### src/rtl/imem_loader_if.sv
// Byte-stream, imem write port and fetch-redirect signals of the boot-time
// instruction memory loader.
interface imem_loader_if #(
    parameter int ADDR_W = 10
);
    logic              start;
    logic [ADDR_W:0]   word_count;
    logic              rx_valid;
    logic [7:0]        rx_data;
    logic              rx_ready;
    logic              we;
    logic [ADDR_W-1:0] waddr;
    logic [31:0]       wdata;
    logic              halting;
    logic              taken;
    logic [ADDR_W-1:0] br_addr;
    logic              busy;
    logic              done;

    modport master (
        output start, word_count, rx_valid, rx_data,
        input  rx_ready, we, waddr, wdata, halting, taken, br_addr, busy, done
    );

    modport slave (
        input  start, word_count, rx_valid, rx_data,
        output rx_ready, we, waddr, wdata, halting, taken, br_addr, busy, done
    );
endinterface

### src/rtl/imem_loader.sv
// Boot-time instruction memory loader: holds the CPU halted, assembles a
// little-endian byte stream into 32-bit words, writes them to consecutive
// word addresses from BOOT_ADDR, then redirects fetch to BOOT_ADDR.
module imem_loader #(
    parameter int ADDR_W    = 10,
    parameter int BOOT_ADDR = 0
) (
    input  logic          clk,
    input  logic          rst,
    imem_loader_if.slave  bus
);

    typedef enum logic [2:0] {HALT, LOAD, DRAIN, BOOT, RUN} state_t;

    localparam logic [ADDR_W:0]   MAX_COUNT = {1'b1, {ADDR_W{1'b0}}};
    localparam logic [ADDR_W:0]   IDX_ONE   = {{ADDR_W{1'b0}}, 1'b1};
    localparam logic [ADDR_W-1:0] BASE      = ADDR_W'(BOOT_ADDR);

    state_t            r_state;
    state_t            w_nextState;
    logic [1:0]        r_byteCnt;
    logic [ADDR_W:0]   r_wordIdx;
    logic [ADDR_W:0]   r_count;
    logic [23:0]       r_partial;
    logic              r_we;
    logic [ADDR_W-1:0] r_waddr;
    logic [31:0]       r_wdata;

    logic [ADDR_W:0]   w_clampedCount;
    logic              w_startOk;
    logic              w_byteFire;
    logic              w_wordDone;
    logic              w_lastWord;
    logic [ADDR_W-1:0] w_waddrNext;
    logic              w_rxReady;
    logic              w_halting;
    logic              w_taken;
    logic              w_busy;

    assign w_clampedCount = (bus.word_count > MAX_COUNT) ? MAX_COUNT : bus.word_count;
    assign w_startOk      = bus.start && ((r_state == HALT) || (r_state == RUN));
    assign w_byteFire     = bus.rx_valid && w_rxReady;
    assign w_wordDone     = w_byteFire && (r_byteCnt == 2'd3);
    assign w_lastWord     = ((r_wordIdx + IDX_ONE) == r_count);
    assign w_waddrNext    = BASE + r_wordIdx[ADDR_W-1:0];

    // State register; reset drops straight back to HALT.
    always_ff @(posedge clk or posedge rst) begin
        if (rst) begin
            r_state <= HALT;
        end else begin
            r_state <= w_nextState;
        end
    end

    // Next-state decode; start is only honoured from HALT or RUN.
    always_comb begin
        w_nextState = r_state;
        case (r_state)
            HALT, RUN: begin
                if (bus.start) begin
                    w_nextState = (w_clampedCount == '0) ? BOOT : LOAD;
                end
            end
            LOAD: begin
                if (w_wordDone && w_lastWord) begin
                    w_nextState = DRAIN;
                end
            end
            DRAIN:   w_nextState = BOOT;
            BOOT:    w_nextState = RUN;
            default: w_nextState = HALT;
        endcase
    end

    // Moore outputs toward the byte source and the fetch stage.
    always_comb begin
        w_rxReady = 1'b0;
        w_halting = 1'b1;
        w_taken   = 1'b0;
        w_busy    = 1'b0;
        case (r_state)
            HALT: begin
                w_halting = 1'b1;
            end
            LOAD: begin
                w_rxReady = 1'b1;
                w_busy    = 1'b1;
            end
            DRAIN: begin
                w_busy    = 1'b1;
            end
            BOOT: begin
                w_halting = 1'b0;
                w_taken   = 1'b1;
                w_busy    = 1'b1;
            end
            RUN: begin
                w_halting = 1'b0;
            end
            default: begin
                w_halting = 1'b1;
            end
        endcase
    end

    // Byte assembly and the registered imem write port; a new session clears the partial word.
    always_ff @(posedge clk or posedge rst) begin
        if (rst) begin
            r_byteCnt <= 2'd0;
            r_wordIdx <= '0;
            r_count   <= '0;
            r_partial <= 24'd0;
            r_we      <= 1'b0;
            r_waddr   <= BASE;
            r_wdata   <= 32'd0;
        end else begin
            r_we <= 1'b0;
            if (w_startOk) begin
                r_byteCnt <= 2'd0;
                r_wordIdx <= '0;
                r_count   <= w_clampedCount;
                r_partial <= 24'd0;
            end else if (w_byteFire) begin
                r_byteCnt <= r_byteCnt + 2'd1;
                case (r_byteCnt)
                    2'd0: r_partial[7:0]   <= bus.rx_data;
                    2'd1: r_partial[15:8]  <= bus.rx_data;
                    2'd2: r_partial[23:16] <= bus.rx_data;
                    default: begin
                        r_we      <= 1'b1;
                        r_waddr   <= w_waddrNext;
                        r_wdata   <= {bus.rx_data, r_partial};
                        r_wordIdx <= r_wordIdx + IDX_ONE;
                    end
                endcase
            end
        end
    end

    assign bus.rx_ready = w_rxReady;
    assign bus.we       = r_we;
    assign bus.waddr    = r_waddr;
    assign bus.wdata    = r_wdata;
    assign bus.halting  = w_halting;
    assign bus.taken    = w_taken;
    assign bus.done     = w_taken;
    assign bus.busy     = w_busy;
    assign bus.br_addr  = BASE;

endmodule

### src/flat_wrapper.sv
// flat-port wrapper written by rule: the top's interface ports become plain ports
module imem_loader_flat 
#(
    parameter int ADDR_W    = 10,
    parameter int BOOT_ADDR = 0
)
  (clk, rst, bus_start, bus_word_count, bus_rx_valid, bus_rx_data, bus_rx_ready, bus_we, bus_waddr, bus_wdata, bus_halting, bus_taken, bus_br_addr, bus_busy, bus_done);
  imem_loader_if #(.ADDR_W(ADDR_W)) bus_i ();
  input  logic clk;
  input  logic rst;
  input wire logic [$bits(bus_i.start)-1:0] bus_start;
  input wire logic [$bits(bus_i.word_count)-1:0] bus_word_count;
  input wire logic [$bits(bus_i.rx_valid)-1:0] bus_rx_valid;
  input wire logic [$bits(bus_i.rx_data)-1:0] bus_rx_data;
  output wire logic [$bits(bus_i.rx_ready)-1:0] bus_rx_ready;
  output wire logic [$bits(bus_i.we)-1:0] bus_we;
  output wire logic [$bits(bus_i.waddr)-1:0] bus_waddr;
  output wire logic [$bits(bus_i.wdata)-1:0] bus_wdata;
  output wire logic [$bits(bus_i.halting)-1:0] bus_halting;
  output wire logic [$bits(bus_i.taken)-1:0] bus_taken;
  output wire logic [$bits(bus_i.br_addr)-1:0] bus_br_addr;
  output wire logic [$bits(bus_i.busy)-1:0] bus_busy;
  output wire logic [$bits(bus_i.done)-1:0] bus_done;
  assign bus_i.start = bus_start;
  assign bus_i.word_count = bus_word_count;
  assign bus_i.rx_valid = bus_rx_valid;
  assign bus_i.rx_data = bus_rx_data;
  assign bus_rx_ready = bus_i.rx_ready;
  assign bus_we = bus_i.we;
  assign bus_waddr = bus_i.waddr;
  assign bus_wdata = bus_i.wdata;
  assign bus_halting = bus_i.halting;
  assign bus_taken = bus_i.taken;
  assign bus_br_addr = bus_i.br_addr;
  assign bus_busy = bus_i.busy;
  assign bus_done = bus_i.done;
  imem_loader #(.ADDR_W(ADDR_W), .BOOT_ADDR(BOOT_ADDR)) u_core (.clk(clk), .rst(rst), .bus(bus_i));
endmodule
### config.mk
export PLATFORM = sky130hd
export DESIGN_NAME = imem_loader_flat
export DESIGN_NICKNAME = d
export VERILOG_FILES = /design/src/rtl/imem_loader_if.sv /design/src/rtl/imem_loader.sv /design/src/flat_wrapper.sv
export SDC_FILE = /design/constraint.sdc
export NUM_CORES = 1
export LEC_CHECK = 0
export ABC_AREA = 1
export BUFFER_PORTS_ARGS = -buffer_cell sky130_fd_sc_hd__buf_4
export CORE_UTILIZATION = 55
export CTS_CLUSTER_DIAMETER = 60
export DETAILED_ROUTE_END_ITERATION = 10
export PLACE_DENSITY_LB_ADDON = 0.12
export SLEW_MARGIN = 10
export SYNTH_ARGS = -nofsm -noshare
export SYNTH_HDL_FRONTEND = slang
export SYNTH_SLANG_ARGS = --single-unit
export TNS_END_PERCENT = 100
### constraint.sdc
create_clock -name clk -period 4.1 [get_ports clk]
set_input_delay 0.82 -clock clk [delete_from_list [all_inputs] [get_ports clk]]
set_output_delay 0.82 -clock clk [all_outputs]
set_load 0.02 [all_outputs]
==> flow_metrics.env, run 1 <==
export IMPL_status="completed"
export IMPL_syn_cell_area_sq_um=4323
export IMPL_grt_start_max_net_pins=51
export IMPL_path_cells="inv_1, nor3_1, inv_1, o21ai_0, inv_1, buf_4"
export IMPL_rsz0062_at_grt="false"
export IMPL_setup_viol=0
export IMPL_drtIter0Drc=185
export IMPL_fin_crit_ns=2.351
export IMPL_min_from="u_core.bus.waddr[8]"
export IMPL_criticalPathCategory="reg2out"
export IMPL_ys_flop_type="dfrtp_1"
export IMPL_seq_power_share=0.423
export IMPL_cap_violations=0
export IMPL_io_buffers=70
export IMPL_layout_drive_gt1_share=0.1976
export IMPL_power_density_nw_per_um2=653.5
export IMPL_p_leak_nw=2.557
export IMPL_finalSetupTns_ns=0
export IMPL_slew_viol_final=0
export IMPL_crit_fanout=4
export IMPL_clk_latency_ns=0.36
export IMPL_num_io_pins=81
export IMPL_fin_crit_sh=0.5734
export IMPL_crit_start="u_core.r_state[0]"
export IMPL_regToRegSetupSlack_ns=1.96
export IMPL_clkPwrFrac=0.208
export IMPL_insertedDiodeCount=0
export IMPL_overflow=0
export IMPL_drtPass1Iterations=4
export IMPL_avgSynthCellArea_sq_um=8.560
export IMPL_cts_buffer_depth=2
export IMPL_hold_class="reg2reg"
export IMPL_worstPathRequired_ns=3.28
export IMPL_dieWidth_microns=90.66
export IMPL_synth_enable_flop_cells=0
export IMPL_synth_seq_cells=94
export IMPL_gr_usage_all_layers=0.2282
export IMPL_drc=0
export IMPL_area_delta_synth_final_pct=18.03
export IMPL_crit_top_cell="inv_1"
export IMPL_max_slew_margin=0.4531
export IMPL_yosys_area_top_type="dfrtp_1"
export IMPL_cts_resized=0
export IMPL_antenna_found_initial=0
export IMPL_ys_seq_area_frac=0.5441
export IMPL_core_sq_um=7408
export IMPL_cp_end_kind="output pin"
export IMPL_start_kind="flop"
export IMPL_die_area_sq_um=8218
export IMPL_synth_top_cell_area_share=0.5441
export IMPL_syn_inst=505
export IMPL_gp_routability_congestion=0.9159
export IMPL_clk_pin_slew_ns=0.09
export IMPL_timing_fmax_mhz=425.4
export IMPL_placed_area_sq_um=4873
export IMPL_ctsHoldBuffers=0
export IMPL_irDropWorstVdd_uv=348.2
export IMPL_comb_power_share=0.369
export IMPL_route_antenna_remaining_nets=0
export IMPL_yosys_warnings=0
export IMPL_finalHoldViolations=0
export IMPL_ys_top_cells_by_area="dfrtp_1 (54%), nand2_1 (10%), o21ai_0 (9.4%), inv_1 (6.1%), nand3_1 (4.1%)"
export IMPL_die_h_microns=90.66
export IMPL_r2r_start="u_core.r_state[1]"
export IMPL_cts_buffers=9
export IMPL_synth_async_reset_ratio=1.000
export IMPL_slowest_delay_ns=0.40
export IMPL_synth_cell_types=31
export IMPL_cts_tree="built"
export IMPL_viasPerCell=5.157
export IMPL_clock_sinks=94
export IMPL_rows=31
export IMPL_synth_most_common_cell="nand2_1"
export IMPL_total_power_mw=3.334
export IMPL_htreeDepth=3
export IMPL_cts_setup_buffers=0
export IMPL_p_int_mw=2.067
export IMPL_grt_pass1_wl_mm=14.83
export IMPL_swShare=0.3801
export IMPL_nets=601
export IMPL_wl_per_cell_microns=13.40
export IMPL_multi_input_area_sq_um=1563
export IMPL_fin_area_sq_um=5102
export IMPL_cpMaxStageDelayCell="dfrtp_1"
export IMPL_final_setup_skew_ns=0.01392
export IMPL_synthTopCellsByCount="nand2_1 (118), dfrtp_1 (94), o21ai_0 (81)"
export IMPL_start_util=0.5835
export IMPL_drt_wl_total_mm=9.057
export IMPL_grt_pass1_vias=3221
export IMPL_nFillCells=585
export IMPL_vias=3486
export IMPL_power_switching_mw=1.267
export IMPL_worstMarginPinSlew_ns=0.8194
export IMPL_ff_latch_area_sq_um=2352
export IMPL_root_buffer="clkbuf_8"
export IMPL_detailed_place_hpwl_mm=6.408
export IMPL_crit_arrival_ns=1.53
## kinds of logic after synthesis
family	after synthesis	share of synthesized area
simple gates	202	0.2087
buf+inv	102	0.1022
compound gates	96	0.1155
flops	94	0.5441
fa+ha+maj	6	0.01737
xor+xnor	4	0.01129
other cells	1	0.0008675
## registers in the layout, summed over array words and instances (netlist names)
register	cells
u_core.r_wordIdx	11
u_core.bus.we	1
u_core.bus.waddr	10
u_core.r_count	11
u_core.r_byteCnt	2
u_core.r_partial	24
u_core.r_state	3
u_core.bus.wdata	32
## final cells by class
cell class / instances / share of cell area
Clock buffer: 10 / 0.02697
Clock inverter: 6 / 0.01790
Inverter: 76 / 0.05616
Multi-Input combinational cell: 318 / 0.3063
Sequential cell: 94 / 0.4610
Tap cell: 99 / 0.02428
Timing Repair Buffer: 73 / 0.1074
## placed cells by master (no fill, tap or decap)
| cell | count |
|---|---|
| nand3_1 | 35 |
| o21a_1 | 1 |
| o21ai_0 | 81 |
| clkinv_2 | 2 |
| xnor3_1 | 1 |
| nand2_2 | 8 |
| xnor2_1 | 1 |
| inv_2 | 4 |
| ha_1 | 6 |
| buf_4 | 73 |
| o21bai_1 | 1 |
| o21ai_1 | 5 |
| nand4_1 | 4 |
| clkbuf_8 | 10 |
| or2_2 | 1 |
| xor2_1 | 2 |
| nand2_1 | 118 |
| nor2_1 | 23 |
| nand3_2 | 2 |
| dfrtp_1 | 94 |
| a21oi_1 | 1 |
| conb_1 | 10 |
| bufinv_16 | 2 |
| clkinv_1 | 2 |
| a22o_1 | 1 |
| inv_6 | 2 |
| inv_1 | 69 |
| nor2_2 | 3 |
| o31ai_1 | 2 |
| o22ai_1 | 4 |
| nor3_1 | 2 |
| nor2_4 | 6 |
| clkinv_4 | 1 |
## through the flow
step,hold WS (ns),std cells,utilization,setup WS [ns]
after global routing,0.5190,676,0.6887,1.615
after global placement,0.4679,660,0.6578,1.750
after detailed placement,0.4749,660,0.6578,1.692
after floorplan,0.4948,514,-,0.8313
final,0.4912,676,0.6887,1.749
after CTS,0.4966,676,0.6887,1.738
## critical path: cells and delay by family, from the launching register on
kind                   cells  cell delay, ns
buffers and inverters      4            0.41
DFF                        1            0.40
AOI/OAI and AO/OA          1            0.09
and+or+nand+nor            1            0.27
## power by group through the flow
stage / Combinational (mW) / Sequential (mW) / Clock [mW]
2_1_floorplan: 0.647 / 1.56 / 0
3_3_place_gp: 1.19 / 1.42 / 0
3_5_place_dp: 1.23 / 1.43 / 0
4_1_cts: 1.24 / 1.41 / 0.697
5_1_grt: 1.36 / 1.44 / 0.732
6_report: 1.23 / 1.41 / 0.693
## per-layer routing
metal  vias to the layer above  global-route usage  share of wire
met5                         -                   0              0
met4                         0             0.07661          0.016
met3                        12             0.03199          0.046
met2                       106              0.3485           0.45
met1                      1657              0.3362           0.48
li1                       1711                   -              -
## final timing paths
check | to | cells after the start
min | u_core.bus.waddr[8] | 2
max reg2reg | u_core.bus.wdata[22] | 7
max | bus_halting | 6
min reg2reg | u_core.bus.waddr[8] | 2
max in group asynchronous | u_core.bus.waddr[1] | 3
min in group asynchronous | u_core.r_partial[1] | 2
Power figures use the tool's default switching activity.
==> inputs of run 2 (changes only) <==
--- a/config.mk
+++ b/config.mk
@@ -7,7 +7,7 @@
 export LEC_CHECK = 0
 export ABC_AREA = 1
 export BUFFER_PORTS_ARGS = -buffer_cell sky130_fd_sc_hd__buf_4
-export CORE_UTILIZATION = 55
+export CORE_UTILIZATION = 50
 export CTS_CLUSTER_DIAMETER = 60
 export DETAILED_ROUTE_END_ITERATION = 10
 export PLACE_DENSITY_LB_ADDON = 0.12
==> constraint.sdc (replaced) <==
create_clock -name clk -period 2 [get_ports clk]
set_input_delay 0.4 -clock clk [delete_from_list [all_inputs] [get_ports clk]]
set_output_delay 0.4 -clock clk [all_outputs]
set_load 0.02 [all_outputs]
==> flow_metrics.env, run 2 (synthesized netlist as in run 1, its figures left out) <==
export IMPL_overflow=0
export IMPL_grt_start_max_net_pins=95
export IMPL_gp_routability_congestion=0.7900
export IMPL_criticalPathCategory="reg2out"
export IMPL_fin_crit_sh=0.9433
export IMPL_reg2regPathDepth=13
export IMPL_start_kind="flop"
export IMPL_viasPerCell=4.984
export IMPL_cts_tree="built"
export IMPL_worstMarginPinSlew_ns=0.5039
export IMPL_final_setup_skew_ns=0.009202
export IMPL_grt_pass1_wl_mm=15.01
export IMPL_clk_pin_slew_ns=0.09
export IMPL_top_layer_used="met4"
export IMPL_r2r_start="u_core.r_wordIdx[0]"
export IMPL_route_antenna_remaining_nets=0
export IMPL_num_io_pins=81
export IMPL_routedLengthMet1_mm=4.613
export IMPL_gr_usage_all_layers=0.2197
export IMPL_nets=604
export IMPL_clock_sinks=94
export IMPL_htreeDepth=3
export IMPL_setup_viol=0
export IMPL_final_cell_mix="nand2_1 (118), dfrtp_1 (93), o21ai_0 (81)"
export IMPL_met3_length_microns=350
export IMPL_rows=33
export IMPL_dieWidth_microns=94.98
export IMPL_insertedDiodeCount=0
export IMPL_ctsHoldBuffers=0
export IMPL_area_delta_synth_final_pct=18.90
export IMPL_die_h_microns=94.98
export IMPL_crit_arrival_ns=1.49
export IMPL_hold_class="in2async"
export IMPL_stdcell_count=684
export IMPL_wl_per_cell_microns=13.46
export IMPL_timing_fmax_mhz=530.0
export IMPL_drc=0
export IMPL_die_area_sq_um=9021
export IMPL_p_leak_nw=2.566
export IMPL_placed_area_sq_um=4916
export IMPL_fin_crit_ns=1.887
export IMPL_crit_fanout=4
export IMPL_root_buffer="clkbuf_8"
export IMPL_clk_latency_ns=0.35
export IMPL_cts_buffer_depth=2
export IMPL_irDropWorstVdd_uv=657.8
export IMPL_largest_reg_flops=32
export IMPL_core_sq_um=8299
export IMPL_nFillCells=737
export IMPL_final_common_cell="nand2_1"
export IMPL_dp_cells=667
export IMPL_vias=3409
export IMPL_cts_buffers=9
export IMPL_cp_end_kind="output pin"
export IMPL_wl_met2_mm=4.158
export IMPL_regToRegSetupSlack_ns=0.15
export IMPL_endpoint="bus_halting"
export IMPL_antenna_found_initial=0
export IMPL_io_buffers=70
export IMPL_slew_viol_final=0
export IMPL_cap_violations=0
export IMPL_drt_wl_total_mm=9.206
export IMPL_grt_pass1_vias=3091
export IMPL_worstPathRequired_ns=1.60
export IMPL_status="completed"
export IMPL_crit_start="u_core.r_state[0]"
export IMPL_drtIter0Drc=190
export IMPL_finalHoldViolations=0
export IMPL_drtPass1Iterations=5
export IMPL_detailed_place_hpwl_mm=6.495
export IMPL_power_density_nw_per_um2=1311
export IMPL_layout_drive_gt1_share=0.2021
export IMPL_fin_area_sq_um=5140
export IMPL_reg2reg_to="u_core.r_state[0]"
export IMPL_start_util=0.5209
export IMPL_max_slew_margin=0.6641
## run 2: changes by cell type in the layout (fill, tap and decap cells not counted), sizes merged
cell / change
bufinv: -1
buf: +3
clkbuf: +1
clkinvlp: +1
inv: -2
## run 2: repair_timing
action / in CTS / in global routing
resized for setup: 0 / 1
endpoints found under the setup margin: 0 / 2
setup buffers: 0 / 2
endpoints found under the hold margin: 0 / 0
## run 2: critical path, cell delays in order (launching register included)
cell and delay, ns:
dfrtp_1 0.40, inv_1 0.10, nor3_1 0.26, inv_1 0.10, o21ai_0 0.08, inv_1 0.06
buf_4 0.15
## run 2: report_power, final
group	total [mW]	internal (mW)	leakage, nW	switching, mW
clock network	1.29	0.646	0.106	0.648
registers	2.88	2.56	1.24	0.326
logic	2.56	0.972	1.22	1.59
## run 2: how the worst min path moves through the flow
| stage | from | end | cells past startpoint |
|---|---|---|---|
| global placement | u_core.bus.waddr[3] | u_core.bus.waddr[3] | 2 |
| global route | rst | u_core.bus.wdata[2] | 3 |
| floorplan | u_core.r_count[0] | u_core.r_count[0] | 1 |
| detailed placement | u_core.bus.wdata[1] | u_core.bus.wdata[1] | 2 |
| CTS | rst | u_core.bus.wdata[2] | 3 |
| finish | rst | u_core.r_partial[1] | 3 |
## run 2: routing by layer
layer	track usage	up-vias
met1	0.3395	1605
met5	0	-
met4	0.07449	0
met3	0.03140	7
li1	-	1709
met2	0.3147	88
## run 2: layout make-up
type,count,area [sq um],share of cell area
Clock buffer,11,151.4,0.02945
Clock inverter,4,56.30,0.01095
Inverter,76,289.0,0.05623
Multi-Input combinational cell,318,1563,0.3040
Sequential cell,94,2354,0.4579
Tap cell,105,131.4,0.02556
Timing Repair Buffer,76,595.6,0.1159
## run 2: stage by stage
stage | hold WS, ns | setup WS, ns | total power, mW | util | TNS, ns
detailed placement | 0.4747 | 0.1656 | 5.464 | 0.5923 | 0
floorplan | 0.4948 | 0.2739 | 4.530 | - | 0
CTS | 0.1975 | 0.09951 | 6.760 | 0.6174 | 0
global placement | 0.4663 | 0.2760 | 5.368 | 0.5923 | 0
finish | 0.1612 | 0.1133 | 6.738 | 0.6193 | 0
global route | 0.2248 | -0.01238 | 7.212 | 0.6193 | -0.02360
==> inputs of run 3 (changes only) <==
--- a/config.mk
+++ b/config.mk
@@ -7,7 +7,7 @@
 export LEC_CHECK = 0
 export ABC_AREA = 1
 export BUFFER_PORTS_ARGS = -buffer_cell sky130_fd_sc_hd__buf_4
-export CORE_UTILIZATION = 50
+export CORE_UTILIZATION = 55
 export CTS_CLUSTER_DIAMETER = 60
 export DETAILED_ROUTE_END_ITERATION = 10
 export PLACE_DENSITY_LB_ADDON = 0.12
==> constraint.sdc (replaced) <==
create_clock -name clk -period 2.1 [get_ports clk]
set_input_delay 0.42 -clock clk [delete_from_list [all_inputs] [get_ports clk]]
set_output_delay 0.42 -clock clk [all_outputs]
set_load 0.02 [all_outputs]
==> flow_metrics.env, run 3 (synthesized netlist as in run 1, its figures left out) <==
export IMPL_p_int_mw=4.009
export IMPL_area_delta_synth_final_pct=18.93
export IMPL_max_slew_margin=0.6109
export IMPL_swShare=0.3806
export IMPL_worstPathBufferInverterCount=4
export IMPL_antenna_found_initial=0
export IMPL_wl_per_cell_microns=13.67
export IMPL_layout_drive_gt1_share=0.2003
export IMPL_cts_setup_buffers=0
export IMPL_regToRegSetupSlack_ns=0.26
export IMPL_crit_arrival_ns=1.43
export IMPL_power_density_nw_per_um2=1259
export IMPL_total_power_mw=6.472
export IMPL_crit_top_cell="inv_1"
export IMPL_grt_start_max_net_pins=52
export IMPL_fin_crit_sh=0.8794
export IMPL_drc=0
export IMPL_power_switching_mw=2.463
export IMPL_largest_reg_flops=32
export IMPL_drtIter0Drc=188
export IMPL_r2r_start="u_core.r_wordIdx[0]"
export IMPL_dpl_worst_slack_ns=0.2720
export IMPL_core_sq_um=7408
export IMPL_root_buffer="clkbuf_8"
export IMPL_htreeDepth=3
export IMPL_grt_pass1_vias=3300
export IMPL_nets=604
export IMPL_final_common_cell="nand2_1"
export IMPL_stdcell_count=678
export IMPL_setup_viol=0
export IMPL_route_antenna_remaining_nets=0
export IMPL_slew_viol_final=0
export IMPL_gp_routability_congestion=0.8752
export IMPL_worstPathRequired_ns=1.68
export IMPL_cts_buffers=9
export IMPL_crit_fanout=5
export IMPL_finalSetupTns_ns=0
export IMPL_cap_violations=0
export IMPL_multi_input_area_sq_um=1568
export IMPL_start_kind="flop"
export IMPL_clk_latency_ns=0.36
export IMPL_start_util=0.5835
export IMPL_drt_wl_total_mm=9.266
export IMPL_cts_buffer_depth=2
export IMPL_clk_pin_slew_ns=0.09
export IMPL_gr_usage_all_layers=0.2399
export IMPL_worstMarginPinSlew_ns=0.5824
export IMPL_seq_power_share=0.427
export IMPL_hold_class="in2async"
export IMPL_io_buffers=70
export IMPL_final_cell_mix="nand2_1 (118), dfrtp_1 (94), o21ai_0 (81)"
export IMPL_slowest_delay_ns=0.36
export IMPL_insertedDiodeCount=0
export IMPL_final_setup_skew_ns=0.005079
export IMPL_nFillCells=597
export IMPL_p_leak_nw=2.563
export IMPL_path_delay_family="buffers and inverters"
export IMPL_timing_fmax_mhz=541.5
export IMPL_die_area_sq_um=8218
export IMPL_irDropWorstVdd_uv=801.6
export IMPL_comb_power_share=0.374
export IMPL_viasPerCell=5.282
export IMPL_path_cells="inv_1, nor3_2, inv_1, o21ai_0, inv_1, buf_4"
export IMPL_fin_crit_ns=1.847
export IMPL_finalHoldViolations=0
export IMPL_drtPass1Iterations=5
export IMPL_rsz0062_at_grt="false"
export IMPL_dp_cells=663
export IMPL_reg2reg_to="u_core.r_state[1]"
export IMPL_vias=3581
export IMPL_rows=31
export IMPL_ff_latch_area_sq_um=2352
export IMPL_clock_sinks=94
export IMPL_cpMaxStageDelayCell="dfrtp_1"
export IMPL_cts_tree="built"
export IMPL_setup_ws_ns=0.2532
export IMPL_num_io_pins=81
export IMPL_status="completed"
export IMPL_dieWidth_microns=90.66
export IMPL_grt_pass1_wl_mm=15.50
export IMPL_die_h_microns=90.66
export IMPL_overflow=0
export IMPL_cp_end_kind="output pin"
export IMPL_clkPwrFrac=0.199
export IMPL_criticalPathCategory="reg2out"
export IMPL_reg2regPathDepth=14
export IMPL_detailed_place_hpwl_mm=6.699
## run 3: timing repair
action | CTS | global route
endpoints found under the setup margin | 0 | 1
hold buffers | 0 | 0
gates resized for setup | 0 | 1
## run 3: per-stage QoR
| stage | utilization | instance area (sq um) | hold WS (ns) |
|---|---|---|---|
| 3_3_place_gp | 0.6646 | 4923 | 0.4703 |
| 3_5_place_dp | 0.6646 | 4923 | 0.4755 |
| 6_report | 0.6940 | 5141 | 0.1262 |
| 4_1_cts | 0.6933 | 5136 | 0.1424 |
| 5_1_grt | 0.6940 | 5141 | 0.1544 |
| 2_1_floorplan | - | 4360 | 0.4948 |
## run 3: area by class of cell
class	count	share of cell area
inverters	76	0.05622
multi-input cells	318	0.3049
repair buffers	76	0.1158
flip-flops and latches	94	0.4575
well taps	99	0.02409
clock buffers	10	0.02482
clock inverters	5	0.01655
## run 3: layer usage
layer | wire length (microns) | up-vias | track usage
li1 | - | 1707 | -
met1 | 4225 | 1710 | 0.3377
met2 | 4272 | 146 | 0.3662
met3 | 595 | 18 | 0.05556
met4 | 172 | 0 | 0.08468
met5 | 0 | - | 0
## run 3: power groups by stage
stage          logic, mW  registers [mW]  clock network [mW]
2_1_floorplan       1.26            3.05                   0
3_3_place_gp        2.35            2.77                   0
3_5_place_dp        2.41            2.79                   0
4_1_cts             2.43            2.76                1.31
5_1_grt             2.69            2.84                1.38
6_report            2.42            2.77                1.29
## run 3: how the worst max path moves through the flow
| stage | startpoint | endpoint | slack, ns | depth (start not counted) |
|---|---|---|---|---|
| floorplan | u_core.r_state[2] | bus_halting | 0.35 | 4 |
| global placement | u_core.r_wordIdx[0] | u_core.r_state[1] | 0.36 | 14 |
| detailed placement | u_core.r_wordIdx[0] | u_core.r_state[1] | 0.27 | 14 |
| CTS | u_core.r_state[0] | bus_halting | 0.11 | 6 |
| global route | u_core.r_wordIdx[0] | u_core.r_state[1] | 0.05 | 14 |
| finish | u_core.r_state[1] | bus_halting | 0.25 | 6 |
